$ cat src/rtl/median_window_seq_if.sv
// median_window_seq_if: pixel stream bundle, upstream into the sequencer and downstream to the median sorter
interface median_window_seq_if #(
    parameter int WIDTH = 8
);
    logic             i_s_valid;
    logic             o_s_ready;
    logic [WIDTH-1:0] i_s_data;
    logic             o_m_valid;
    logic             i_m_ready;
    logic [WIDTH-1:0] o_m_data;
    logic             o_m_last;
    modport master (
        input  i_s_valid, i_s_data, i_m_ready,
        output o_s_ready, o_m_valid, o_m_data, o_m_last
    );
    modport slave (
        output i_s_valid, i_s_data, i_m_ready,
        input  o_s_ready, o_m_valid, o_m_data, o_m_last
    );
endinterface

$ cat src/rtl/median_window_seq.sv
// median_window_seq: fills a median-filter window buffer, then streams it back in address order to the sorter
module median_window_seq #(
    parameter int WIDTH  = 8,
    parameter int FILTER = 3,
    localparam int N     = (2*FILTER+1)*(2*FILTER+1),
    localparam int AW    = $clog2(N)
) (
    input  logic                     i_clk,
    input  logic                     i_rst,
    input  logic                     i_start,
    median_window_seq_if.master      io_bus,
    output logic                     o_wren,
    output logic [AW-1:0]            o_waddr,
    output logic [WIDTH-1:0]         o_wdata,
    output logic [AW-1:0]            o_raddr,
    input  logic [WIDTH-1:0]         i_rdata,
    output logic                     o_busy,
    output logic                     o_done
);
    typedef enum logic [1:0] {IDLE, FILL, DRAIN} state_t;
    localparam logic [AW-1:0] W_LAST = AW'(N-1);
    localparam logic [AW:0]   R_N    = (AW+1)'(N);
    localparam logic [AW:0]   R_LAST = (AW+1)'(N-1);
    state_t           r_state, w_state_nx;
    logic [AW-1:0]    r_wcnt, r_raddr;
    logic [AW:0]      r_rcnt;
    logic             r_inflight, r_inflight_last, r_done;
    logic [1:0]       r_occ;
    logic [WIDTH-1:0] r_d0, r_d1;
    logic             r_l0, r_l1;
    logic             w_accept, w_pop, w_issue, w_last_pop, w_push_lo;
    logic [2:0]       w_level;

    assign w_accept   = r_state == FILL && io_bus.i_s_valid;
    assign w_pop      = r_occ != 2'd0 && io_bus.i_m_ready;
    assign w_last_pop = w_pop && r_l0;
    // occupancy the FIFO would reach if a read issued now also landed: keeps it at most two deep
    assign w_level    = 3'(r_occ) + 3'(r_inflight) - 3'(w_pop);
    assign w_issue    = r_state == DRAIN && r_rcnt < R_N && w_level < 3'd2;
    assign w_push_lo  = r_inflight && (r_occ - 2'(w_pop)) == 2'd0;

    always_comb begin
        w_state_nx = r_state;
        if (r_state == IDLE && i_start) w_state_nx = FILL;
        if (w_accept && r_wcnt == W_LAST) w_state_nx = DRAIN;
        if (r_state == DRAIN && w_last_pop) w_state_nx = IDLE;
    end

    always_ff @(posedge i_clk or posedge i_rst) begin
        if (i_rst) r_state <= IDLE;
        else r_state <= w_state_nx;
    end

    always_ff @(posedge i_clk or posedge i_rst) begin
        if (i_rst) begin
            r_wcnt          <= '0;
            r_rcnt          <= '0;
            r_raddr         <= '0;
            r_inflight      <= 1'b0;
            r_inflight_last <= 1'b0;
            r_done          <= 1'b0;
            r_occ           <= 2'd0;
            r_d0            <= '0;
            r_d1            <= '0;
            r_l0            <= 1'b0;
            r_l1            <= 1'b0;
        end else begin
            r_done          <= w_last_pop;
            r_inflight      <= w_issue;
            r_inflight_last <= w_issue && r_rcnt == R_LAST;
            r_raddr         <= o_raddr;
            r_wcnt          <= r_state != FILL ? '0 : !w_accept ? r_wcnt : r_wcnt == W_LAST ? '0 : r_wcnt + 1'b1;
            r_rcnt          <= r_state != DRAIN || w_last_pop ? '0 : r_rcnt + (AW+1)'(w_issue);
            r_occ           <= r_state != DRAIN || w_last_pop ? 2'd0 : r_occ + 2'(r_inflight) - 2'(w_pop);
            if (w_push_lo) {r_d0, r_l0} <= {i_rdata, r_inflight_last};
            else if (w_pop) {r_d0, r_l0} <= {r_d1, r_l1};
            if (r_inflight && !w_push_lo) {r_d1, r_l1} <= {i_rdata, r_inflight_last};
        end
    end

    assign io_bus.o_s_ready = r_state == FILL;
    assign io_bus.o_m_valid = r_occ != 2'd0;
    assign io_bus.o_m_data  = r_d0;
    assign io_bus.o_m_last  = r_occ != 2'd0 && r_l0;
    assign o_wren           = w_accept;
    assign o_waddr          = r_wcnt;
    assign o_wdata          = r_state == FILL ? io_bus.i_s_data : '0;
    assign o_raddr          = w_issue ? r_rcnt[AW-1:0] : r_raddr;
    assign o_busy           = r_state != IDLE;
    assign o_done           = r_done;
endmodule

$ cat src/flat_wrapper.sv
// flat-port wrapper written by rule: the top's interface ports become plain ports
module median_window_seq_flat 
#(
    parameter int WIDTH  = 8,
    parameter int FILTER = 3,
    localparam int N     = (2*FILTER+1)*(2*FILTER+1),
    localparam int AW    = $clog2(N)
)
  (i_clk, i_rst, i_start, o_wren, o_waddr, o_wdata, o_raddr, i_rdata, o_busy, o_done, io_bus_i_s_valid, io_bus_i_s_data, io_bus_i_m_ready, io_bus_o_s_ready, io_bus_o_m_valid, io_bus_o_m_data, io_bus_o_m_last);
  median_window_seq_if #(.WIDTH(WIDTH)) io_bus_i ();
  input  logic i_clk;
  input  logic i_rst;
  input  logic i_start;
  output logic o_wren;
  output logic [AW-1:0] o_waddr;
  output logic [WIDTH-1:0] o_wdata;
  output logic [AW-1:0] o_raddr;
  input  logic [WIDTH-1:0] i_rdata;
  output logic o_busy;
  output logic o_done;
  input wire logic [$bits(io_bus_i.i_s_valid)-1:0] io_bus_i_s_valid;
  input wire logic [$bits(io_bus_i.i_s_data)-1:0] io_bus_i_s_data;
  input wire logic [$bits(io_bus_i.i_m_ready)-1:0] io_bus_i_m_ready;
  output wire logic [$bits(io_bus_i.o_s_ready)-1:0] io_bus_o_s_ready;
  output wire logic [$bits(io_bus_i.o_m_valid)-1:0] io_bus_o_m_valid;
  output wire logic [$bits(io_bus_i.o_m_data)-1:0] io_bus_o_m_data;
  output wire logic [$bits(io_bus_i.o_m_last)-1:0] io_bus_o_m_last;
  assign io_bus_i.i_s_valid = io_bus_i_s_valid;
  assign io_bus_i.i_s_data = io_bus_i_s_data;
  assign io_bus_i.i_m_ready = io_bus_i_m_ready;
  assign io_bus_o_s_ready = io_bus_i.o_s_ready;
  assign io_bus_o_m_valid = io_bus_i.o_m_valid;
  assign io_bus_o_m_data = io_bus_i.o_m_data;
  assign io_bus_o_m_last = io_bus_i.o_m_last;
  median_window_seq #(.WIDTH(WIDTH), .FILTER(FILTER)) u_core (.i_clk(i_clk), .i_rst(i_rst), .i_start(i_start), .io_bus(io_bus_i), .o_wren(o_wren), .o_waddr(o_waddr), .o_wdata(o_wdata), .o_raddr(o_raddr), .i_rdata(i_rdata), .o_busy(o_busy), .o_done(o_done));
endmodule
$ cat config.mk
export PLATFORM = sky130hd
export DESIGN_NAME = median_window_seq_flat
export DESIGN_NICKNAME = d
export VERILOG_FILES = /design/src/rtl/median_window_seq_if.sv /design/src/rtl/median_window_seq.sv /design/src/flat_wrapper.sv
export SDC_FILE = /design/constraint.sdc
export NUM_CORES = 1
export LEC_CHECK = 0
export BUFFER_PORTS_ARGS = -buffer_cell sky130_fd_sc_hd__clkbuf_2
export CORE_UTILIZATION = 56
export DETAILED_ROUTE_END_ITERATION = 8
export PLACE_DENSITY = 0.86
export SETUP_SLACK_MARGIN = 0.5
export SYNTH_ARGS = -nofsm -noshare
export SYNTH_HDL_FRONTEND = slang
export SYNTH_SLANG_ARGS = --single-unit
$ cat constraint.sdc
create_clock -name i_clk -period 8.3 [get_ports i_clk]
set_clock_uncertainty 0.05 [all_clocks]
set_input_delay 0.83 -clock i_clk [delete_from_list [all_inputs] [get_ports i_clk]]
set_output_delay 0.83 -clock i_clk [all_outputs]
set_load 0.005 [all_outputs]
# ---- Yosys cells after proc, flatten, opt, wreduce, memory -nomap -nowiden
# Cells that the tools add are included.
dict set report op_classes {
  n_addsub 7
  magnitude_cmp 2
  eq_ne 6
  muxes 14
  n_reduce_logical 21
}
# op count
set ops {}
lappend ops {{$mux 6} 4}
lappend ops {{$mux 8} 3}
lappend ops {{$logic_and 1x1->1} 12}
lappend ops {{$mux 2} 4}
lappend ops {{$reduce_bool 2->1} 4}
lappend ops {{$add 7x1->7} 1}
lappend ops {{$eq 7x6->1 const B} 1}
lappend ops {{$lt 7x6->1 const B} 1}
lappend ops {{$mux 7} 1}
lappend ops {{$add 6x1->6 const B} 1}
lappend ops {{$eq 6x6->1 const B} 1}
lappend ops {{$logic_not 2->1} 2}
lappend ops {{$sub 2x1->2} 2}
lappend ops {{$add 2x1->3} 1}
lappend ops {{$lt 3x2->1 const B} 1}
lappend ops {{$reduce_bool 3->1} 1}
lappend ops {{$sub 3x1->3} 1}
lappend ops {{$add 2x1->2} 1}
lappend ops {{$eq 2x1->1 const B} 1}
lappend ops {{$eq 2x2->1 const B} 1}
lappend ops {{$mux 1} 2}
lappend ops {{$ne 2x1->1 const B} 1}
lappend ops {{$ne 2x2->1 const B} 1}
lappend ops {{$logic_not 1->1} 1}
lappend ops {{$logic_or 1x1->1} 1}
dict set report word_totals {
  regBits 44
  out_inout_bits 34
  word_cells 62
}

# ---- Depth between registers and ports, before layout
# Gate-level depths: netlist of the first run.
dict set report depth {
  ltp_word 7
  depth_mapped 14
  ltp_nobuf 13
}

# ---- Least setup slack after synthesis of the first run
# Ideal clock, no wire load.
dict set report synth_path {
  path_type {input-to-output}
  start {input port io_bus_i_m_ready}
  end {output port o_raddr[0]}
  arrival_ps 2612
  required_time_ps 7420
  slack_ps 4808
  stages 9
  n_path_buf 1
  cell_sequence {o21ai_2 -> buf_6 -> xnor2_1 -> ha_1 -> inv_1 -> fa_1 -> and4bb_2 -> o311ai_4 -> mux2_2}
}
dict set report synth_via {
  elab_chain_len 5
}
# element line
set synth_rtl {}
lappend synth_rtl {{start, declared} flat_wrapper.sv:23} ;# input wire logic [$bits(io_bus_i.i_m_ready)-1:0] io_bus_i_m_ready;
lappend synth_rtl {{$logic_and 1x1->1} median_window_seq.sv:35} ;# assign w_pop = r_occ != 2'd0 && io_bus.i_m_ready;
lappend synth_rtl {{$sub 3x1->3} median_window_seq.sv:38} ;# assign w_level = 3'(r_occ) + 3'(r_inflight) - 3'(w_pop);
lappend synth_rtl {{$lt 3x2->1} median_window_seq.sv:39} ;# assign w_issue = r_state == DRAIN && r_rcnt < R_N && w_level < 3'd2;
lappend synth_rtl {{$logic_and 1x1->1} median_window_seq.sv:39}
lappend synth_rtl {{$mux 6} median_window_seq.sv:88} ;# assign o_raddr = w_issue ? r_rcnt[AW-1:0] : r_raddr;
lappend synth_rtl {{end, declared} flat_wrapper.sv:17} ;# output logic [AW-1:0] o_raddr;
# No other way between the ends.

# ---- Worst setup path in the final report of the first run
dict set report layout_path {
  start {register u_core.r_occ[1]}
  end {output port o_raddr[4]}
}
dict set report layout_via {
  elab_chain_len 6
  word_cells_on_any_way 7
}
# element line
set layout_rtl {}
lappend layout_rtl {{start, declared} median_window_seq.sv:28} ;# logic [1:0] r_occ;
lappend layout_rtl {{start signal, assigned} median_window_seq.sv:74} ;# r_occ <= r_state != DRAIN || w_last_pop ? 2'd0 : r_occ + 2'(r_inflight) - 2'(w_pop);
lappend layout_rtl {{parallel branches: the longest is 2 deep, another holds $add 2x1->3} --}
lappend layout_rtl {{$sub 3x1->3 *} median_window_seq.sv:38}
lappend layout_rtl {{$lt 3x2->1 *} median_window_seq.sv:39}
lappend layout_rtl {{$logic_and 1x1->1 *} median_window_seq.sv:39}
lappend layout_rtl {{$mux 6 *} median_window_seq.sv:88}
# Mark *: on every way between the ends.

==> results of run 1 <==
[state kept, by name, indices dropped and copies added, names as in the netlist]
name	cells
u_core.r_inflight	1
u_core.o_waddr	6
u_core.r_l1	1
u_core.r_raddr	6
u_core.r_d1	8
u_core.o_done	1
u_core.r_l0	1
u_core.r_inflight_last	1
u_core.r_state	2
u_core.r_rcnt	7
u_core.io_bus.o_m_data	8
u_core.r_occ	2
[routing by layer]
metal | part of all wire, % | vias to the layer above | wire [µm]
li1 | - | 735 | -
met1 | 43 | 759 | 1670
met2 | 51 | 38 | 1980
met3 | 4.3 | 6 | 165
met4 | 1.7 | 0 | 65
met5 | 0 | - | 0
[worst max-delay path by stage]
stage,start,end,depth (start not counted)
3_5_place_dp,io_bus_i_m_ready,o_raddr[4],10
3_3_place_gp,io_bus_i_m_ready,o_raddr[5],10
5_1_grt,u_core.r_occ[1],o_raddr[2],9
6_report,u_core.r_occ[1],o_raddr[4],9
2_1_floorplan,io_bus_i_m_ready,o_raddr[0],9
4_1_cts,u_core.r_occ[1],o_raddr[4],9
[layout by cell type (no fill, tap or decap), types with 2 or more instances in the layout]
master     instances
xnor2_1            3
nor2_1            14
xor2_1             3
mux2_2            27
inv_1             13
ha_1               5
a21oi_1            6
clkinv_2           2
dfrtp_1           44
o21ai_2            2
nand2_1            8
clkbuf_2          54
clkbuf_8           6
o211ai_1           2
and2_1             9
nand2b_1           2
o21ai_0            3
nand3_1            4
or3_1              4
nand4bb_1          2
mux2_4             6
[final cells by class]
type	instances	area [µm²]
repair buffers	55	278
fillers	281	1110
flip-flops and latches	44	1100
clock buffers	6	82.6
clock inverters	2	10.0
multi-input cells	118	993
well taps	48	60.1
inverters	13	48.8
[synth_stat cells (all sizes together) (3+ instances only)]
cell,n,area (µm²)
nor2,14,52.6
or3,4,25.0
nand3,4,20.0
nand2,8,30.0
xor2,3,26.3
ha,5,62.6
o211ai,3,27.5
a21oi,6,30.0
dfrtp,44,1100
inv,13,48.8
and2,9,56.3
xnor2,3,26.3
mux2,33,394
o21ai,5,32.5
clkbuf,3,11.3
[logic make-up after synthesis]
group	count (synthesis)	synth area share, %
simple gates	51	13.3
flops	44	50.7
mux	34	18.6
compound gates	21	7.61
buf+inv	18	3.52
xor+xnor	6	2.42
fa+ha+maj	6	3.80
[power by group]
part	switching, mW	internal, mW
Combinational	0.0657	0.0874
Sequential	0.0281	0.244
Clock	0.0697	0.0664
Total	0.163	0.397
[stage by stage]
stage,worst slack (ns),utilization [%],instances
3_5_place_dp,4.37,67.3,278
6_report,4.20,69.8,286
5_1_grt,4.07,69.8,286
4_1_cts,4.17,69.8,286
2_1_floorplan,4.81,-,180
3_3_place_gp,4.42,67.3,278
[worst max-delay path: stages (launching register included)]
cell and delay [ns]:
dfrtp_1 0.50, o21ai_2 0.65, xnor2_1 0.19, ha_1 0.16
inv_1 0.05, fa_1 0.49, and4bb_2 0.27, o311ai_4 0.17
mux2_2 0.33, clkbuf_2 0.11
==> results.tsv, run 1 <==
metric	value	unit
Die Wd	64.3	µm
VDD IR max	0.000129	V
maximum operating frequency	0.244	GHz
post-synthesis register bit count	44	
largest net degree at the start of global routing	45	
final hold slack	0.450	ns
H-Tree Depth	2	
placed inst area	2480	µm²
grt peak-use layer	met2	
Max-Cap Viols	0	
Crit Path Class	reg2out	
Vias/cell	5.38	
first-pass GRT wire length	6.53	mm
Worst R2R Setup Slack	4.54	ns
worst min-delay path class	reg2reg	
Worst Hold End	u_core.r_raddr[1]	
DP HPWL	2.83	mm
layout cell share with drive strength beyond 1	43.3	%
# hold bufs at CTS	0	
Area growth syn-to-layout	18.6	%
wire per inst	13.6	µm
RSZ-0062 raised after global routing	no	
number of synthesized flops with an enable pin	0	
vias in the first global route	1469	
CP arrival	3.22	ns
Synth warnings	0	
die area	4130	µm²
Synthesized Nets	207	
Pins Over Slew Limit	0	
status	completed	
DRC errors left	0	
endpoints failing setup	0	
Root Buffer	clkbuf_8	
sequential element share of the synthesized area	50.7	%
Final min period	4.10	ns
Least-Margin Pin Slew	0.760	ns
# diodes	0	
CTS tree	built	
WL final	3.88	mm
M3 GR Usage	4.64	%
GRT Overall Usage	21.1	%
grt met2 use	36.7	%
Ports	55	
Buffers on Ports	54	
DRT Pass-1 Iters	4	
CORE AREA	3690	µm²
Max-slew headroom	49.3	%
synthesized instance count	180	
setup repair bufs after CTS	0	
Clock Latency Late Sink	0.30	ns
vias	1538	
Synth Cell Area	2170	µm²
Pleak	1.33	nW
min-delay src	u_core.r_raddr[1]	
count of cell types in the netlist	39	
initial antenna violation count	0	
CTS Sinks	44	
worst endpoint required time	7.42	ns
total gr overflow	0	
Initial DRC Count	60	
post-cts resize count	0	
GPL Wtd Cong	0.726	
FF-to-FF Start	u_core.r_occ[1]	
Num CTS Buffers	5	
Nets	264	
std cell rows	22	
CP startpoint kind	flop	
reg2reg path depth	13	
RR Endpoint	u_core.r_rcnt[6]	
critical-path maximum fanout	13	
starting density of the core	58.9	%
crit path capture type	output pin	
Final ANT Viol Nets	0	
hold path depth	1	
ys async rst share	100	%
ys flop type	dfrtp_1	
TNS Setup	0	ns
Pwr Density	218	nW/µm²
final period utilization	49.4	%
CTS clk-pin slew, worst paths	0.08	ns
Tot Pwr	0.561	mW
Fin. Hold Viols	0	
clock tree buffer depth	2	
die height	64.3	µm
Syn Area/Cell	12.1	µm²
global routing usage on met1	24.6	%
Final Cell Area	2570	µm²
Note: power is estimated with default switching activity, not from simulation.
==> run 2: changes to the inputs <==
--- a/config.mk
+++ b/config.mk
@@ -6,9 +6,9 @@
 export NUM_CORES = 1
 export LEC_CHECK = 0
 export BUFFER_PORTS_ARGS = -buffer_cell sky130_fd_sc_hd__clkbuf_2
-export CORE_UTILIZATION = 56
+export CORE_UTILIZATION = 47
 export DETAILED_ROUTE_END_ITERATION = 8
-export PLACE_DENSITY = 0.86
+export PLACE_DENSITY = 0.77
 export SETUP_SLACK_MARGIN = 0.5
 export SYNTH_ARGS = -nofsm -noshare
 export SYNTH_HDL_FRONTEND = slang
==> constraint.sdc (replaced) <==
create_clock -name i_clk -period 3.4 [get_ports i_clk]
set_clock_uncertainty 0.05 [all_clocks]
set_input_delay 0.34 -clock i_clk [delete_from_list [all_inputs] [get_ports i_clk]]
set_output_delay 0.34 -clock i_clk [all_outputs]
set_load 0.005 [all_outputs]
==> run 2 against run 1 <==
Power rose by 140%. Critical path type unchanged. Worst hold slack lost 0.35 ns. Clock power grew 150%. Critical endpoint is now o_raddr[1]. Via count rose by 2.1%. Sequential power rose by 140%.
==> results.tsv, run 2 (synthesis gave the netlist of run 1 again) <==
metric	value	unit	change
status	completed		
Final ANT Viol Nets	0		unchanged
Nets	272		+3.0%
Pins Over Slew Limit	0		unchanged
global routing usage on met1	24.5	%	-0.058 points
clock tree buffer depth	2		unchanged
dpl cells	283		+1.8%
worst endpoint required time	3.01	ns	-4.41 ns
final hold slack	0.0957	ns	-0.355 ns
vias in the first global route	1505		+2.5%
crit path capture type	output pin		
placed inst area	2550	µm²	+2.7%
RSZ-0062 raised after global routing	yes		
Final Cell Area	2710	µm²	+5.3%
DP HPWL	2.90	mm	+2.4%
TNS Setup	0	ns	unchanged
Pwr Density	507	nW/µm²	+130%
commonest cells after routing, fill and taps aside	clkbuf_2, dfrtp_1, mux2_2, nor2_1, inv_1		
Buffers on Ports	54		unchanged
CP startpoint kind	flop		
initial antenna violation count	0		unchanged
die area	4890	µm²	+19%
Pleak	1.37	nW	+2.6%
CTS Sinks	44		unchanged
Die Wd	70.0	µm	+8.9%
Area growth syn-to-layout	24.8	%	
wire per inst	13.8	µm	+1.7%
Root Buffer	clkbuf_8		
M3 GR Usage	5.05	%	+0.41 points
endpoints failing setup	0		unchanged
Least-Margin Pin Slew	0.551	ns	-0.209 ns
Max-Cap Viols	0		unchanged
Fin. Hold Viols	0		unchanged
Ports	55		unchanged
DRC errors left	0		unchanged
Clock Latency Late Sink	0.29	ns	about the same
first-pass GRT wire length	7.00	mm	+7.3%
starting density of the core	49.5	%	-9.3 points
CP arrival	2.67	ns	-0.55 ns
Vias/cell	5.27		-2.0%
VDD IR max	0.000312	V	+140%
layout cell share with drive strength beyond 1	49.6	%	+6.3 points
CTS tree	built		
grt peak-use layer	met2		
critical-path maximum fanout	7		-6
worst min-delay path class	in2async		
Final min period	3.06	ns	
Num CTS Buffers	5		unchanged
die height	70.0	µm	+8.9%
largest net degree at the start of global routing	45		unchanged
# hold bufs at CTS	0		unchanged
final core area utilization	61.8	%	-8.0 points
maximum operating frequency	0.327	GHz	
vias	1570		+2.1%
total gr overflow	0		unchanged
H-Tree Depth	2		unchanged
std cell rows	24		+9.1%
Layout Cells excl Fill	298		+4.2%
DRT Pass-1 Iters	4		unchanged
Crit Path Class	reg2out		
grt met2 use	28.5	%	-8.2 points
Filler cells	371		+32%
commonest non-fill, non-tap cell in the layout	clkbuf_2		
CTS clk-pin slew, worst paths	0.08	ns	about the same
CORE AREA	4380	µm²	+19%
final period utilization	89.9	%	
Initial DRC Count	108		+80%
GRT Overall Usage	18.2	%	-2.9 points
Max-slew headroom	63.2	%	+14 points
GPL Wtd Cong	0.743		+2.4%
WL final	4.11	mm	+6.0%
# diodes	0		unchanged
## run 2: cell count changes in the layout (fill, tap and decap cells not counted), sizes merged
cell    delta
clkinv     +1
buf        +8
inv        -1
## run 2: repair_timing
item	in CTS	in global routing
gates resized for setup	1	4
endpoints found under the setup margin	9	9
setup buffers	3	4
pin swaps	1	0
## run 2: per-layer routing
layer / wire, µm / part of all wire, % / up-vias
met2: 2030 / 49 / 42
met3: 192 / 4.7 / 6
met4: 54 / 1.3 / 0
li1: - / - / 757
met5: 0 / 0 / -
met1: 1830 / 45 / 765
## run 2: final cells by class
cell class / instances / area [µm²] / share of cell area, %
Inverter: 13 / 48.8 / 1.80
Clock buffer: 6 / 82.6 / 3.05
Tap cell: 52 / 65.1 / 2.40
Multi-Input combinational cell: 118 / 1060 / 39.2
Timing Repair Buffer: 63 / 338 / 12.5
Clock inverter: 2 / 10.0 / 0.370
Sequential cell: 44 / 1100 / 40.7
## run 2: critical path: stages, from the launching register on
cell      delay (ns)
dfrtp_2         0.43
o21ai_4         0.18
xnor2_2         0.13
ha_2            0.19
inv_2           0.03
fa_1            0.49
and4bb_2        0.27
o311ai_4        0.18
mux2_4          0.35
clkbuf_2        0.11
## run 2: final timing paths
check | start | to | slack [ns] | depth (start not counted)
setup / recovery | u_core.r_occ[0] | o_raddr[1] | 0.34 | 9
min in group i_clk | i_rdata[3] | u_core.r_d1[3] | 0.23 | 2
hold reg to reg | u_core.r_raddr[0] | u_core.r_raddr[0] | 0.45 | 1
hold / removal | i_rst | u_core.r_d1[6] | 0.1 | 3
setup reg to reg | u_core.r_occ[0] | u_core.r_rcnt[6] | 0.43 | 13
max in group asynchronous | i_rst | u_core.r_occ[0] | 2.80 | 3
## run 2: where the power goes
group	internal, mW	switching (mW)
logic	0.213	0.158
registers	0.594	0.0708
clock network	0.162	0.174
## run 2: through the flow
stage                     setup WS, ns  total power, mW
after floorplan                  0.371            0.894
after global placement           0.425             1.04
after detailed placement         0.342             1.05
after CTS                        0.355             1.39
after global routing             0.252             1.46
final                            0.342             1.37
